[config.mk]
export PLATFORM = sky130hd
export DESIGN_NAME = draw_rect_engine
export DESIGN_NICKNAME = d
export VERILOG_FILES = /design/src/rtl/draw_rect_engine.sv
export SDC_FILE = /design/constraint.sdc
export NUM_CORES = 1
export LEC_CHECK = 0
export BUFFER_PORTS_ARGS = -buffer_cell sky130_fd_sc_hd__buf_2
export CAP_MARGIN = 10
export CORE_MARGIN = 4
export CORE_UTILIZATION = 41
export CTS_CLUSTER_DIAMETER = 150
export DETAILED_ROUTE_END_ITERATION = 8
export PLACE_DENSITY = 0.72
export SLEW_MARGIN = 25
export SYNTH_ARGS = -nofsm -noshare
export SYNTH_HDL_FRONTEND = slang
export SYNTH_SLANG_ARGS = --single-unit
[constraint.sdc]
create_clock -name clk -period 3.4 [get_ports clk]
set_input_delay 0.51 -clock clk [delete_from_list [all_inputs] [get_ports clk]]
set_output_delay 0.51 -clock clk [all_outputs]
set_load 0.05 [all_outputs]
[src/rtl/draw_rect_engine.sv]
`default_nettype none
// ============================================================================
//  Module   : draw_rect_engine
//  Purpose  : Rectangle rasteriser for the VGA adapter plot port. It latches
//             the origin, size, colour and erase flag on start. It then emits
//             one pixel per clock in raster order (x inner, y outer) and
//             pulses done when the rectangle is finished.
//  Ports    : clk, resetn (synchronous, active-low)
//             start, x0, y0, rect_w, rect_h, colour_in, erase  -> request
//             busy, done                                       -> status
//             x_out, y_out, colour_out, plot                   -> plot port
//  Options  : DRAW_RECT_CLIP_EN - when defined, pixels outside
//             SCREEN_W x SCREEN_H are suppressed (plot=0). They still take
//             their cycle, so the timing does not change.
//  Revision : 1.0 - initial release
// ============================================================================
module draw_rect_engine #(
    parameter int X_W      = 8,
    parameter int Y_W      = 7,
    parameter int SIZE_W   = 4,
    parameter int COLOUR_W = 3,
    parameter int SCREEN_W = 160,
    parameter int SCREEN_H = 120
) (
    input  logic                clk,
    input  logic                resetn,
    input  logic                start,
    input  logic [X_W-1:0]      x0,
    input  logic [Y_W-1:0]      y0,
    input  logic [SIZE_W-1:0]   rect_w,
    input  logic [SIZE_W-1:0]   rect_h,
    input  logic [COLOUR_W-1:0] colour_in,
    input  logic                erase,
    output logic                busy,
    output logic                done,
    output logic [X_W-1:0]      x_out,
    output logic [Y_W-1:0]      y_out,
    output logic [COLOUR_W-1:0] colour_out,
    output logic                plot
);

    // Reject configurations where the offset does not fit the coordinate
    // width, or the screen does not fit the coordinate range.
    generate
        if (SIZE_W > X_W || SIZE_W > Y_W ||
            SCREEN_W > (1 << X_W) || SCREEN_H > (1 << Y_W)) begin : g_bad_cfg
            $error("draw_rect_engine: inconsistent parameter set");
        end
    endgenerate

    typedef enum logic [1:0] {
        S_IDLE = 2'd0,
        S_DRAW = 2'd1,
        S_DONE = 2'd2
    } state_t;

    state_t              r_state;
    state_t              w_state_next;
    logic [X_W-1:0]      r_x0;
    logic [Y_W-1:0]      r_y0;
    logic [SIZE_W-1:0]   r_w;
    logic [SIZE_W-1:0]   r_h;
    logic [COLOUR_W-1:0] r_colour;
    logic [SIZE_W-1:0]   r_xo;
    logic [SIZE_W-1:0]   r_yo;
    logic [SIZE_W-1:0]   w_xo_next;
    logic [SIZE_W-1:0]   w_yo_next;

    logic                w_start_ok;
    logic                w_zero_size;
    logic                w_row_end;
    logic                w_last;
    logic [X_W-1:0]      w_x_base;
    logic [Y_W-1:0]      w_y_base;
    logic [COLOUR_W-1:0] w_colour_base;
    logic [X_W-1:0]      w_x_pix;
    logic [Y_W-1:0]      w_y_pix;
    logic                w_in_bounds;

    assign w_start_ok  = (r_state == S_IDLE) && start;
    assign w_zero_size = (rect_w == '0) || (rect_h == '0);
    assign w_row_end   = (r_xo == r_w - SIZE_W'(1));
    assign w_last      = w_row_end && (r_yo == r_h - SIZE_W'(1));

    // The outputs are registered, so the first pixel is computed on the
    // accepting edge. On that edge the latches are not yet loaded, and the
    // base values must come straight from the inputs.
    assign w_x_base      = (r_state == S_IDLE) ? x0 : r_x0;
    assign w_y_base      = (r_state == S_IDLE) ? y0 : r_y0;
    assign w_colour_base = (r_state == S_IDLE) ? (erase ? '0 : colour_in) : r_colour;

    always_ff @(posedge clk) begin
        if (!resetn) begin
            r_state <= S_IDLE;
        end else begin
            r_state <= w_state_next;
        end
    end

    always_comb begin
        w_state_next = r_state;
        w_xo_next    = r_xo;
        w_yo_next    = r_yo;
        case (r_state)
            S_IDLE: begin
                if (start) begin
                    w_xo_next    = '0;
                    w_yo_next    = '0;
                    w_state_next = w_zero_size ? S_DONE : S_DRAW;
                end
            end
            S_DRAW: begin
                if (w_last) begin
                    w_state_next = S_DONE;
                end else if (w_row_end) begin
                    w_xo_next = '0;
                    w_yo_next = r_yo + SIZE_W'(1);
                end else begin
                    w_xo_next = r_xo + SIZE_W'(1);
                end
            end
            S_DONE: begin
                w_state_next = S_IDLE;
            end
            default: begin
                w_state_next = S_IDLE;
            end
        endcase
    end

`ifdef DRAW_RECT_CLIP_EN
    // The sum is one bit wider than the coordinate, so a carry out of the
    // coordinate range still counts as off-screen.
    localparam logic [X_W:0] c_screen_w = (X_W+1)'(SCREEN_W);
    localparam logic [Y_W:0] c_screen_h = (Y_W+1)'(SCREEN_H);
    logic [X_W:0] w_x_sum;
    logic [Y_W:0] w_y_sum;
    assign w_x_sum     = {1'b0, w_x_base} + (X_W+1)'(w_xo_next);
    assign w_y_sum     = {1'b0, w_y_base} + (Y_W+1)'(w_yo_next);
    assign w_x_pix     = w_x_sum[X_W-1:0];
    assign w_y_pix     = w_y_sum[Y_W-1:0];
    assign w_in_bounds = (w_x_sum < c_screen_w) && (w_y_sum < c_screen_h);
`else
    assign w_x_pix     = w_x_base + X_W'(w_xo_next);
    assign w_y_pix     = w_y_base + Y_W'(w_yo_next);
    assign w_in_bounds = 1'b1;
`endif

    always_ff @(posedge clk) begin
        if (!resetn) begin
            r_x0       <= '0;
            r_y0       <= '0;
            r_w        <= '0;
            r_h        <= '0;
            r_colour   <= '0;
            r_xo       <= '0;
            r_yo       <= '0;
            busy       <= 1'b0;
            done       <= 1'b0;
            plot       <= 1'b0;
            x_out      <= '0;
            y_out      <= '0;
            colour_out <= '0;
        end else begin
            if (w_start_ok) begin
                r_x0     <= x0;
                r_y0     <= y0;
                r_w      <= rect_w;
                r_h      <= rect_h;
                r_colour <= erase ? '0 : colour_in;
            end
            r_xo       <= w_xo_next;
            r_yo       <= w_yo_next;
            busy       <= (w_state_next == S_DRAW);
            done       <= (w_state_next == S_DONE);
            plot       <= (w_state_next == S_DRAW) && w_in_bounds;
            x_out      <= w_x_pix;
            y_out      <= w_y_pix;
            colour_out <= (w_state_next == S_DRAW) ? w_colour_base : '0;
        end
    end

endmodule
`default_nettype wire

Word-level counts from Yosys, hierarchy flattened
Index checks and enable logic that the tools add are counted.

Register bits after elaboration: 56. Bits of input ports: 30. Output and inout port bits: 21. Logic and storage cells: 47.

$add $sub $neg: 6. Equality and inequality tests: 5. Mux-type cells: 16. Reductions and logical operators: 7.

Operators by type and width (count): 2-to-1 mux 4 bit (6); case mux 4 bit (2 select lines) (2); adder 4 x 1 -> 4 bit (second input constant) (2); adder 8 x 4 -> 8 bit (1); equality test 4 bit (2); logical NOT 4 bit (2); 2-to-1 mux 8 bit (1); subtractor 4 x 1 -> 4 bit (second input constant) (2); adder 7 x 4 -> 7 bit (1); 2-to-1 mux 7 bit (1); 2-to-1 mux 2 bit (3); 2-to-1 mux 3 bit (2); equality test 2 x 1 -> 1 bit (second input constant) (2); case mux 2 bit (2 select lines) (1); equality test 2 bit (second input constant) (1); logical AND 1 bit (2); logical NOT 2 bit (1); AND reduction 2 bit (1); logical OR 1 bit (1).

Depth between registers and ports, before layout
Gate-level depths: netlist of the first run.

Depth after elaboration: 7. Depth in mapped cells: 14. Depth with buffers taken out: 14.

Worst setup path after synthesis of the first run
OpenSTA, ideal clock, no wires.

Path type: register -> register. From: register r_w[0]. To: register y_out[6]. Library setup time: 0.128 ns. Arrival time: 2.930 ns. Data required time: 3.272 ns. Setup slack: 0.343 ns. Stages on the path, launching flop included: 15. Buffers on the path: 0. Clock period less this slack: 3.057 ns. Path through: dfxtp_1 > inv_1 > ha_1 > xor3_1 > nor3_4 > nand2_4 > nor3_4 > mux2i_1 > ha_1 > fa_1 > a21o_1 > a21oi_1 > a21oi_1 > xor2_1 > nor2_1.

Cells in the longest elaborated chain, start to end: 6. Elaborated cells on any way between the ends: 7. Those cells by class: add/sub (2); eq/ne (1); mux (3); reduce/logical (1).

Ends and longest elaborated chain: start: declaration (RTL line 61) `logic [SIZE_W-1:0] r_w;`; start signal: assignment (RTL line 168) `r_w <= rect_w;`; subtractor 4 x 1 -> 4 bit (*) (RTL line 82) `assign w_row_end = (r_xo == r_w - SIZE_W'(1));`; equality test 4 bit (*) (RTL line 82); 2-to-1 mux 4 bit or logical AND 1 bit (tied branches) (RTL line 115, 83); 2-to-1 mux 4 bit (*) (RTL line 113) `if (w_last) begin`; case mux 4 bit (2 select lines) (*) (RTL line 104) `case (r_state)`; net w_yo_next[0] (RTL line 67) `logic [SIZE_W-1:0] w_yo_next;`; adder 7 x 4 -> 7 bit (*) (RTL line 145) `assign w_y_pix = w_y_base + Y_W'(w_yo_next);`; end signal: assignment (RTL line 178) `y_out <= w_y_pix;`; end: declaration (RTL line 37) `output logic [Y_W-1:0] y_out,`.

The timed path passes the listed nets; every way through them passes the cells marked *. A chain may end at the register's enable or synchronous reset.

Worst setup path in the final report of the first run
Same ends and word-level chain as after synthesis.

==> flow_summary.toml, run 1 <==
[timing]
min_period_ns = 3.19
grt_setup_unrepaired = "false"
worst_slew_pin_slew_ns = 0.558
totalNegativeSetupSlack_ns = 0
timing.clock.skew_ns = 0.00476
fmax_ghz = 0.313
layout_setup_ws_ns = 0.207
max_transition_margin_pct = 62.6
whs_ns = 0.441
timing.final.hold_violations = 0
report.final.setup_viol = 0
report.final.slew_viol_count = 0
final_min_period_over_clock_period_pct = 93.9

[synth]
post_synth_fa_ha_maj_area_fraction_pct = 6.71
synthesis.instances = 327
synthDominantAreaCellType = "sky130_fd_sc_hd__dfxtp_1"
yosys.area_share.simple_pct = 22.6
synth_top_cell_area_share_pct = 39.6
synth_compound_area_share_pct = 12.2
synth.cell_area_sq_mm = 0.00283
synth.area.top_cells = "sky130_fd_sc_hd__dfxtp_1, sky130_fd_sc_hd__nand2_1, sky130_fd_sc_hd__a21oi_1, sky130_fd_sc_hd__ha_1, sky130_fd_sc_hd__mux2i_1"
synth_edf_count = 0
synth_area_per_cell_sq_um = 8.67
synth_cell_type_count = 44
synth_top_family_by_area = "simple AND/OR/NAND/NOR gates"
synth_ff_type = "sky130_fd_sc_hd__dfxtp_1"
synth.yosys.seq_area_share_pct = 39.6
yosys_reg_bits = 56
count_of_synthesis_stage_warnings_from_yosys = 0
synth_nets = 371
yosys.area_share.xor_xnor_pct = 7.20
async_flop_share_pct = 0
post_synth_mux_area_share_pct = 8.17

[placed_design]
detailed_placement_wirelength_estimate_um = 4510
placement.setup.worst_slack_ns = 0.108
gpl.final_weighted_congestion = 0.860
port_buffers = 50

[detailed_routing]
detail_route.wirelength_um = 6080
detail_route.first_pass.iterations = 4
routed_via_density = 5.17
drt-initial-drc-count = 115
ant_nets = 0
route.detailed.drc = 0
route.detailed.wl_per_inst_um = 13.3
dr_total_vias = 2359

[worst_setup_path]
critPathKind = "reg2reg"
timing.rr.end = "y_out[6]$_SDFF_PN0_"
critical_path.startpoint_type = "flip-flop"
crit_path_top_delay_cell = "sky130_fd_sc_hd__dfxtp_1"
timing.reg2reg.worst_path_depth = 14
ff2ff_setup_slack_ns = 0.21
path_buf_inv = 1
worst-path-max-fanout = 5
maximum_single_stage_delay_on_the_critical_path_ns = 0.41
critical_path_required_ns = 3.59
crit_path_start = "r_w[0]$_SDFFE_PN0P_"
r2r_start = "r_w[0]$_SDFFE_PN0P_"
critPathTopFamily = "adder cells"
endpoint_kind = "flip-flop"
critical_path_cell_list = "inv_1 -> ha_1 -> xor3_1 -> nor3_4 -> nand2_4 -> nor3_4 -> mux2i_1 -> ha_1 -> fa_1 -> a21o_1 -> a21oi_1 -> a21oi_1 -> xor2_1 -> nor2_1"
cp.arrival_ns = 3.39

[clock_tree]
worst_setup_hold_path_clk_slew_ns = 0.10
cts.htree.levels = 2
cts_max_path_buffers = 2
cts_tree = "built"
clock_sink_count = 56
cts_root_buffer = "sky130_fd_sc_hd__clkbuf_8"
clk-insertion-delay-late_ns = 0.31
cts-buffers-inserted = 5

[die]
row_count = 30
coreArea_sq_mm = 0.00676
floorplan.initialDensity_pct = 41.9
die_y_extent_um = 91.1
floorplan.die.width_um = 91.1
num_ports = 51
die_area_sq_mm = 0.00831

[global_routing]
first_global_vias = 2337
grt_first_pass_wirelength_um = 10300
global_route.usage.total_pct = 14.9
antenna_found_initial = 0
largest_net_degree_at_the_start_of_global_routing = 27
overflow = 0

[layout]
finish.net_count = 419
final_core_utilization_pct = 48.9
post_route_cells_drive_above_1_share_pct = 21.8
insertedDiodeCount = 0
areaGrowthSynthToFinish_pct = 16.5

[hold_path]
hold-path-endpoint = "r_x0[2]$_SDFFE_PN0P_"
min_path_type = "in2reg"
hp-start = "x0[2]"
whs_path_depth = 3

[job]
maxCapViolCount = 0

[power_and_ir_drop]
total_leakage_power_uw = 0.00150
peakVddDrop_v = 0.000265
power.density_cell_area_mw_per_mm2 = 458

[run_status]
status = "finished clean"
[flip-flops by register name (all words and copies together), names as in the netlist]
register and count:
r_colour 3, done 1, r_x0 8, r_h 4, r_y0 7, colour_out 3, x_out 8, y_out 7
plot 1, r_xo 4, r_yo 4, r_w 4, r_state 2
[layout by cell type (no fill, tap or decap), drive strengths merged, types with 3 or more instances in the layout]
| cell | synthesis | final |
|---|---|---|
| mux2i | 13 | 13 |
| a21o | 6 | 6 |
| nor3 | 9 | 9 |
| nand2 | 70 | 70 |
| dfxtp | 56 | 56 |
| xor2 | 7 | 7 |
| and2 | 9 | 9 |
| clkbuf | 11 | 7 |
| nor2 | 12 | 12 |
| ha | 12 | 12 |
| mux2 | 9 | 9 |
| xnor2 | 11 | 11 |
| nand3 | 14 | 14 |
| inv | 9 | 9 |
| a21oi | 42 | 42 |
| nand2b | 3 | 3 |
| nand4 | 3 | 3 |
| nor2b | 4 | 4 |
| buf | 4 | 56 |
[what timing repair did]
action | CTS | global route
gates resized for setup | 0 | 1
hold buffers | 0 | 0
buffers inserted | 0 | 1
setup endpoints to repair | 0 | 2
[worst register-to-register path: stages, from the launching register on]
cell                      delay (ns)
sky130_fd_sc_hd__dfxtp_1        0.41
sky130_fd_sc_hd__inv_1          0.06
sky130_fd_sc_hd__ha_1           0.21
sky130_fd_sc_hd__xor3_1         0.39
sky130_fd_sc_hd__nor3_4         0.23
sky130_fd_sc_hd__nand2_4        0.12
sky130_fd_sc_hd__nor3_4         0.22
sky130_fd_sc_hd__mux2i_1        0.11
sky130_fd_sc_hd__ha_1           0.23
sky130_fd_sc_hd__fa_1           0.40
sky130_fd_sc_hd__a21o_1         0.17
sky130_fd_sc_hd__a21oi_1        0.22
sky130_fd_sc_hd__a21oi_1        0.09
sky130_fd_sc_hd__xor2_1         0.17
sky130_fd_sc_hd__nor2_1         0.05
[how the worst max path moves through the flow]
stage                     endpoint  depth (start not counted)
2_1_floorplan  y_out[6]$_SDFF_PN0_                         14
3_3_place_gp   y_out[6]$_SDFF_PN0_                         14
3_5_place_dp   y_out[6]$_SDFF_PN0_                         14
4_1_cts        y_out[6]$_SDFF_PN0_                         14
5_1_grt        y_out[6]$_SDFF_PN0_                         14
6_report       y_out[6]$_SDFF_PN0_                         14
[where the power goes]
group	internal [uW]	switching [uW]	leakage, uW
Sequential	696	21.9	0.000460
Combinational	113	211	0.000979
Clock	260	210	0.0000645
[cell usage after synthesis, types with 2 or more instances]
cell / n
sky130_fd_sc_hd__a21o_1: 6
sky130_fd_sc_hd__mux2_2: 9
sky130_fd_sc_hd__nand4_1: 3
sky130_fd_sc_hd__nor3_4: 2
sky130_fd_sc_hd__buf_2: 3
sky130_fd_sc_hd__a32oi_1: 2
sky130_fd_sc_hd__o21bai_1: 2
sky130_fd_sc_hd__clkbuf_1: 11
sky130_fd_sc_hd__dfxtp_1: 56
sky130_fd_sc_hd__a21oi_1: 42
sky130_fd_sc_hd__xnor2_1: 11
sky130_fd_sc_hd__and2_1: 9
sky130_fd_sc_hd__nor2b_1: 4
sky130_fd_sc_hd__nor3_1: 6
sky130_fd_sc_hd__inv_1: 9
sky130_fd_sc_hd__nand3_1: 14
sky130_fd_sc_hd__nor2_1: 11
sky130_fd_sc_hd__ha_1: 12
sky130_fd_sc_hd__mux2i_1: 13
sky130_fd_sc_hd__nand2_1: 69
sky130_fd_sc_hd__xor2_1: 7
sky130_fd_sc_hd__fa_1: 2
sky130_fd_sc_hd__nand2b_1: 3
[cells by family after synthesis]
kind of cell,count (synthesis)
adder cells (fa/ha/maj),14
multiplexers,22
AO/OA/AOI/OAI,60
flip-flops,56
AND/OR/NAND/NOR,130
XOR/XNOR,20
buffers and inverters,25
[per-stage QoR]
step	instances	instance area [sq um]	power, uW
global placement	446	3150	1050
floorplan	327	2830	974
global route	456	3300	1590
finish	456	3300	1510
detailed placement	446	3150	1060
CTS	454	3280	1530
[routing by layer]
layer	GRT usage, %	share of wire (%)	vias up
met3	3.65	5.3	8
li1	-	-	1203
met5	0	0	-
met1	18.4	45	1096
met2	25.9	48	52
met4	3.89	1.2	0
[layout make-up]
| class | instances | area, sq um |
|---|---|---|
| clock buffers | 7 | 96.3 |
| clock inverters | 1 | 30.0 |
| fillers | 653 | 3450 |
| inverters | 10 | 37.5 |
| multi-input cells | 246 | 1620 |
| flip-flops and latches | 56 | 1120 |
| well taps | 80 | 100 |
| repair buffers | 56 | 299 |
Note: power is estimated with default switching activity, not from simulation.
==> inputs of run 2 (changes only) <==
PLACE_DENSITY = 0.74   (was 0.72)
clock period = 2.7 ns   (was 3.4 ns; I/O delays follow)
==> flow_summary.toml, run 2 (same netlist as run 1, synthesis figures left out) <==
[power_and_ir_drop]
peakVddDrop_v = 0.000307
power.density_cell_area_mw_per_mm2 = 526
total_leakage_power_uw = 0.00169

[layout]
mostFrequentLayoutCell = "sky130_fd_sc_hd__nand2_1"
finish.net_count = 452
most_frequent_cells_in_the_layout = "sky130_fd_sc_hd__nand2_1, sky130_fd_sc_hd__dfxtp_1, sky130_fd_sc_hd__buf_2"
design_area_sq_mm = 0.00370
insertedDiodeCount = 0
areaGrowthSynthToFinish_pct = 30.7
instances_no_fill = 489
final_core_utilization_pct = 54.8
reg.largest.list = "r_x0 (8), x_out (8)"
post_route_cells_drive_above_1_share_pct = 35.0

[worst_setup_path]
crit_path_top_delay_cell = "sky130_fd_sc_hd__dfxtp_2"
maximum_single_stage_delay_on_the_critical_path_ns = 0.35
critical_path_required_ns = 2.91
endpoint_kind = "flip-flop"
cp.arrival_ns = 3.00
ff2ff_setup_slack_ns = -0.09
critical_path.startpoint_type = "flip-flop"
critical_path_cell_list = "inv_2 -> ha_4 -> xnor2_2 -> nor3_4 -> nand2_4 -> nor4b_4 -> mux2i_1 -> ha_1 -> a21o_1 -> a21oi_2 -> buf_4 -> xnor2_1 -> nor2_1"
worst-path-max-fanout = 4
critPathKind = "reg2reg"

[job]
maxCapViolCount = 0

[timing]
report.final.setup_viol = 6
timing.clock.skew_ns = 0.0101
worst_slew_pin_slew_ns = 0.579
fmax_ghz = 0.358
final_min_period_over_clock_period_pct = 103
max_transition_margin_pct = 60.9
layout_setup_ws_ns = -0.0918
min_period_ns = 2.79
grt_setup_unrepaired = "true"
whs_ns = 0.330
timing.final.hold_violations = 0
report.final.slew_viol_count = 0

[detailed_routing]
route.detailed.wl_per_inst_um = 13.9
ant_nets = 0
dr_total_vias = 2495
detail_route.first_pass.iterations = 4
route.detailed.drc = 0
detail_route.wirelength_um = 6810
drt-initial-drc-count = 123
routed_via_density = 5.10

[clock_tree]
clk-insertion-delay-late_ns = 0.31
holdBufCountCts = 0
clock_sink_count = 56
cts_tree = "built"
cts.htree.levels = 2
cts-buffers-inserted = 5
worst_setup_hold_path_clk_slew_ns = 0.10
cts_root_buffer = "sky130_fd_sc_hd__clkbuf_8"
cts_max_path_buffers = 2

[global_routing]
antenna_found_initial = 0
first_global_vias = 2481
grt_first_pass_wirelength_um = 11300
global_route.usage.total_pct = 16.4
largest_net_degree_at_the_start_of_global_routing = 29
overflow = 0

[placed_design]
placement.setup.worst_slack_ns = -0.192
placed_cells_incl_taps = 472
detailed_placement_wirelength_estimate_um = 4770
placedInstanceArea_sq_mm = 0.00341
gpl.final_weighted_congestion = 0.870
port_buffers = 50

[die]
die_y_extent_um = 91.1
floorplan.initialDensity_pct = 41.9
row_count = 30
floorplan.die.width_um = 91.1
die_area_sq_mm = 0.00831
num_ports = 51
coreArea_sq_mm = 0.00676

[run_status]
violations = "negative setup slack"
status = "finished, violations left"

[hold_path]
min_path_type = "in2reg"
## run 2: routing by layer
metal	global-route usage [%]	up-vias	share of wire (%)
li1	-	1274	-
met5	0	-	0
met3	3.48	7	4.3
met4	4.77	0	1.3
met2	29.5	45	52
met1	19.6	1169	42
## run 2: critical path, delay by kind of cell, from the launching register on
kind	cells	cell delay (ns)
muxes	1	0.28
adders and majority gates	2	0.52
DFF	1	0.35
and+or+nand+nor	4	0.74
AOI/OAI and AO/OA	2	0.35
buffers and inverters	2	0.17
xor gates and xnor gates	2	0.27
## run 2: timing repair
item,4_1_cts,5_1_grt
pin swaps,7,8
buffers inserted,4,5
gates resized for setup,8,16
setup endpoints to repair,9,10
## run 2: layout make-up
cell class	count	area [sq um]
Clock buffer	6	72.6
Clock inverter	2	38.8
Fill cell	585	3050
Inverter	10	37.5
Multi-Input combinational cell	246	1760
Sequential cell	56	1120
Tap cell	80	100
Timing Repair Buffer	89	572
## run 2: power by group
part | internal (uW) | switching [uW]
logic | 188 | 299
clock network | 281 | 280
registers | 877 | 24.0
total | 1350 | 603
## run 2: path summary, 6_finish.rpt
check	startpoint	end	cells past startpoint
setup / recovery	r_w[1]$_SDFFE_PN0P_	y_out[4]$_SDFF_PN0_	13
setup reg to reg	r_w[1]$_SDFFE_PN0P_	y_out[4]$_SDFF_PN0_	13
hold / removal	rect_w[0]	r_w[0]$_SDFFE_PN0P_	3
hold reg to reg	r_x0[0]$_SDFFE_PN0P_	r_x0[0]$_SDFFE_PN0P_	2
## run 2: through the flow
| step | power, uW | setup TNS, ns |
|---|---|---|
| 2_1_floorplan | 1230 | 0 |
| 3_3_place_gp | 1360 | -0.439 |
| 3_5_place_dp | 1370 | -1.03 |
| 4_1_cts | 1940 | -0.348 |
| 5_1_grt | 2050 | -1.53 |
| 6_report | 1950 | -0.320 |
==> inputs of run 3 (changes only) <==
SKIP_LAST_GASP = 1   (was not set)
==> flow_summary.toml, run 3 (same netlist as run 1, synthesis figures left out) <==
[global_routing]
first_global_vias = 2481
global_route.usage.total_pct = 16.4
grt_first_pass_wirelength_um = 11300
antenna_found_initial = 0
overflow = 0
largest_net_degree_at_the_start_of_global_routing = 29

[clock_tree]
cts_tree = "built"
cts.htree.levels = 2
clk-insertion-delay-late_ns = 0.32
cts_root_buffer = "sky130_fd_sc_hd__clkbuf_8"
worst_setup_hold_path_clk_slew_ns = 0.10
cts-buffers-inserted = 5
cts_max_path_buffers = 2
clock_sink_count = 56

[die]
die_area_sq_mm = 0.00831
num_ports = 51
die_y_extent_um = 91.1
coreArea_sq_mm = 0.00676
floorplan.initialDensity_pct = 41.9
floorplan.die.width_um = 91.1
row_count = 30

[detailed_routing]
dr_total_vias = 2510
route.detailed.drc = 0
drt-initial-drc-count = 131
route.detailed.wl_per_inst_um = 14.0
ant_nets = 0
detail_route.wirelength_um = 6820
detail_route.first_pass.iterations = 4
routed_via_density = 5.13

[placed_design]
gpl.final_weighted_congestion = 0.870
placement.setup.worst_slack_ns = -0.192
port_buffers = 50
detailed_placement_wirelength_estimate_um = 4770
placedInstanceArea_sq_mm = 0.00341

[timing]
worst_slew_pin_slew_ns = 0.578
report.final.setup_viol = 7
final_min_period_over_clock_period_pct = 103
fmax_ghz = 0.359
grt_setup_unrepaired = "true"
timing.clock.skew_ns = 0.0103
layout_setup_ws_ns = -0.0820
max_transition_margin_pct = 60.9
timing.final.hold_violations = 0
report.final.slew_viol_count = 0
min_period_ns = 2.78

[worst_setup_path]
critPathKind = "reg2reg"
timing.reg2reg.worst_path_depth = 13
endpoint_kind = "flip-flop"
worst-path-max-fanout = 4
critical_path_required_ns = 2.91
ff2ff_setup_slack_ns = -0.08
critical_path.startpoint_type = "flip-flop"
cp.arrival_ns = 2.99
timing.rr.end = "y_out[4]$_SDFF_PN0_"
r2r_start = "r_w[1]$_SDFFE_PN0P_"

[layout]
finish.net_count = 452
most_frequent_cells_in_the_layout = "sky130_fd_sc_hd__nand2_1, sky130_fd_sc_hd__dfxtp_1, sky130_fd_sc_hd__buf_2"
multi_input_logic_area_sq_mm = 0.00175
design_area_sq_mm = 0.00370
insertedDiodeCount = 0
mostFrequentLayoutCell = "sky130_fd_sc_hd__nand2_1"
post_route_cells_drive_above_1_share_pct = 34.7
areaGrowthSynthToFinish_pct = 30.5
storage_cell_area_sq_mm = 0.00112
reg.largest.list = "r_x0 (8), x_out (8)"
n_fill_cell = 587

[power_and_ir_drop]
clock_power_share_pct = 28.8
sequentialPowerShare_pct = 46.3
combinationalPowerShare_pct = 24.9
peakVddDrop_v = 0.000307
power.density_cell_area_mw_per_mm2 = 526
internal-power_uw = 1350
total_leakage_power_uw = 0.00169
netSwitchingFraction_pct = 30.9
p_sw_uw = 601

[run_status]
violations = "negative setup slack"
status = "finished, violations left"

[job]
maxCapViolCount = 0

[hold_path]
whs_path_depth = 3
min_path_type = "in2reg"
hold-path-endpoint = "r_x0[7]$_SDFFE_PN0P_"
hp-start = "x0[7]"
## run 3: cell types whose count changed in the layout (fill, tap and decap cells not counted)
cell                     previous run  this run
sky130_fd_sc_hd__ha_2               2         1
sky130_fd_sc_hd__ha_1               8         9
sky130_fd_sc_hd__nor2_4             1         0
sky130_fd_sc_hd__nor2_2             1         2
## run 3: power groups by stage
stage               clock (uW)  sequential (uW)  combinational [uW]
floorplan                    0             1000                 230
finish                     561              902                 484
global placement             0              918                 443
CTS                        576              901                 460
detailed placement           0              920                 451
global route               613              907                 525
## run 3: worst max-delay path, stage by stage (launching register included)
cell,delay [ns]
sky130_fd_sc_hd__dfxtp_2,0.35
sky130_fd_sc_hd__inv_2,0.04
sky130_fd_sc_hd__ha_4,0.23
sky130_fd_sc_hd__xnor2_2,0.15
sky130_fd_sc_hd__nor3_4,0.28
sky130_fd_sc_hd__nand2_4,0.11
sky130_fd_sc_hd__nor4b_4,0.31
sky130_fd_sc_hd__mux2i_1,0.27
sky130_fd_sc_hd__ha_1,0.29
sky130_fd_sc_hd__a21o_1,0.20
sky130_fd_sc_hd__a21oi_2,0.15
sky130_fd_sc_hd__buf_4,0.13
sky130_fd_sc_hd__xnor2_1,0.12
sky130_fd_sc_hd__nor2_1,0.05
## run 3: per-layer routing
| metal | vias to the layer above | part of all wire [%] | track usage, % | wire, um |
|---|---|---|---|---|
| li1 | 1273 | - | - | - |
| met1 | 1175 | 43 | 19.6 | 2910 |
| met2 | 57 | 52 | 29.5 | 3570 |
| met3 | 5 | 3.9 | 3.48 | 265 |
| met4 | 0 | 1.1 | 4.77 | 78 |
| met5 | - | 0 | 0 | 0 |
## run 3: worst max-delay path by stage
stage / to / slack [ns] / from
after global routing: y_out[6]$_SDFF_PN0_ / -0.21 / r_w[1]$_SDFFE_PN0P_
final: y_out[4]$_SDFF_PN0_ / -0.08 / r_w[1]$_SDFFE_PN0P_
after global placement: y_out[5]$_SDFF_PN0_ / -0.09 / r_w[1]$_SDFFE_PN0P_
after CTS: y_out[6]$_SDFF_PN0_ / -0.13 / r_w[2]$_SDFFE_PN0P_
after floorplan: y_out[6]$_SDFF_PN0_ / 0.003 / r_w[1]$_SDFFE_PN0P_
after detailed placement: y_out[6]$_SDFF_PN0_ / -0.19 / r_w[1]$_SDFFE_PN0P_
## run 3: repair_timing
action / 4_1_cts / 5_1_grt
pin swaps: 7 / 8
endpoints found under the setup margin: 9 / 10
hold buffers: 0 / 0
gates resized for setup: 8 / 14
buffers inserted: 4 / 5
## run 3: layout make-up
| cell class | instances | share of cell area, % |
|---|---|---|
| repair buffers | 89 | 15.5 |
| well taps | 80 | 2.71 |
| flip-flops and latches | 56 | 30.4 |
| clock buffers | 6 | 1.96 |
| multi-input cells | 246 | 47.4 |
| clock inverters | 2 | 1.05 |
| inverters | 10 | 1.02 |
## run 3: per-stage QoR
step	power (uW)	setup TNS, ns	hold slack, ns	util [%]	instances
floorplan	1230	0	0.434	-	327
global placement	1360	-0.439	0.439	50.5	472
detailed placement	1370	-1.03	0.444	50.5	472
CTS	1940	-0.348	0.318	53.1	484
global route	2040	-1.52	0.322	54.7	489
finish	1950	-0.370	0.328	54.7	489
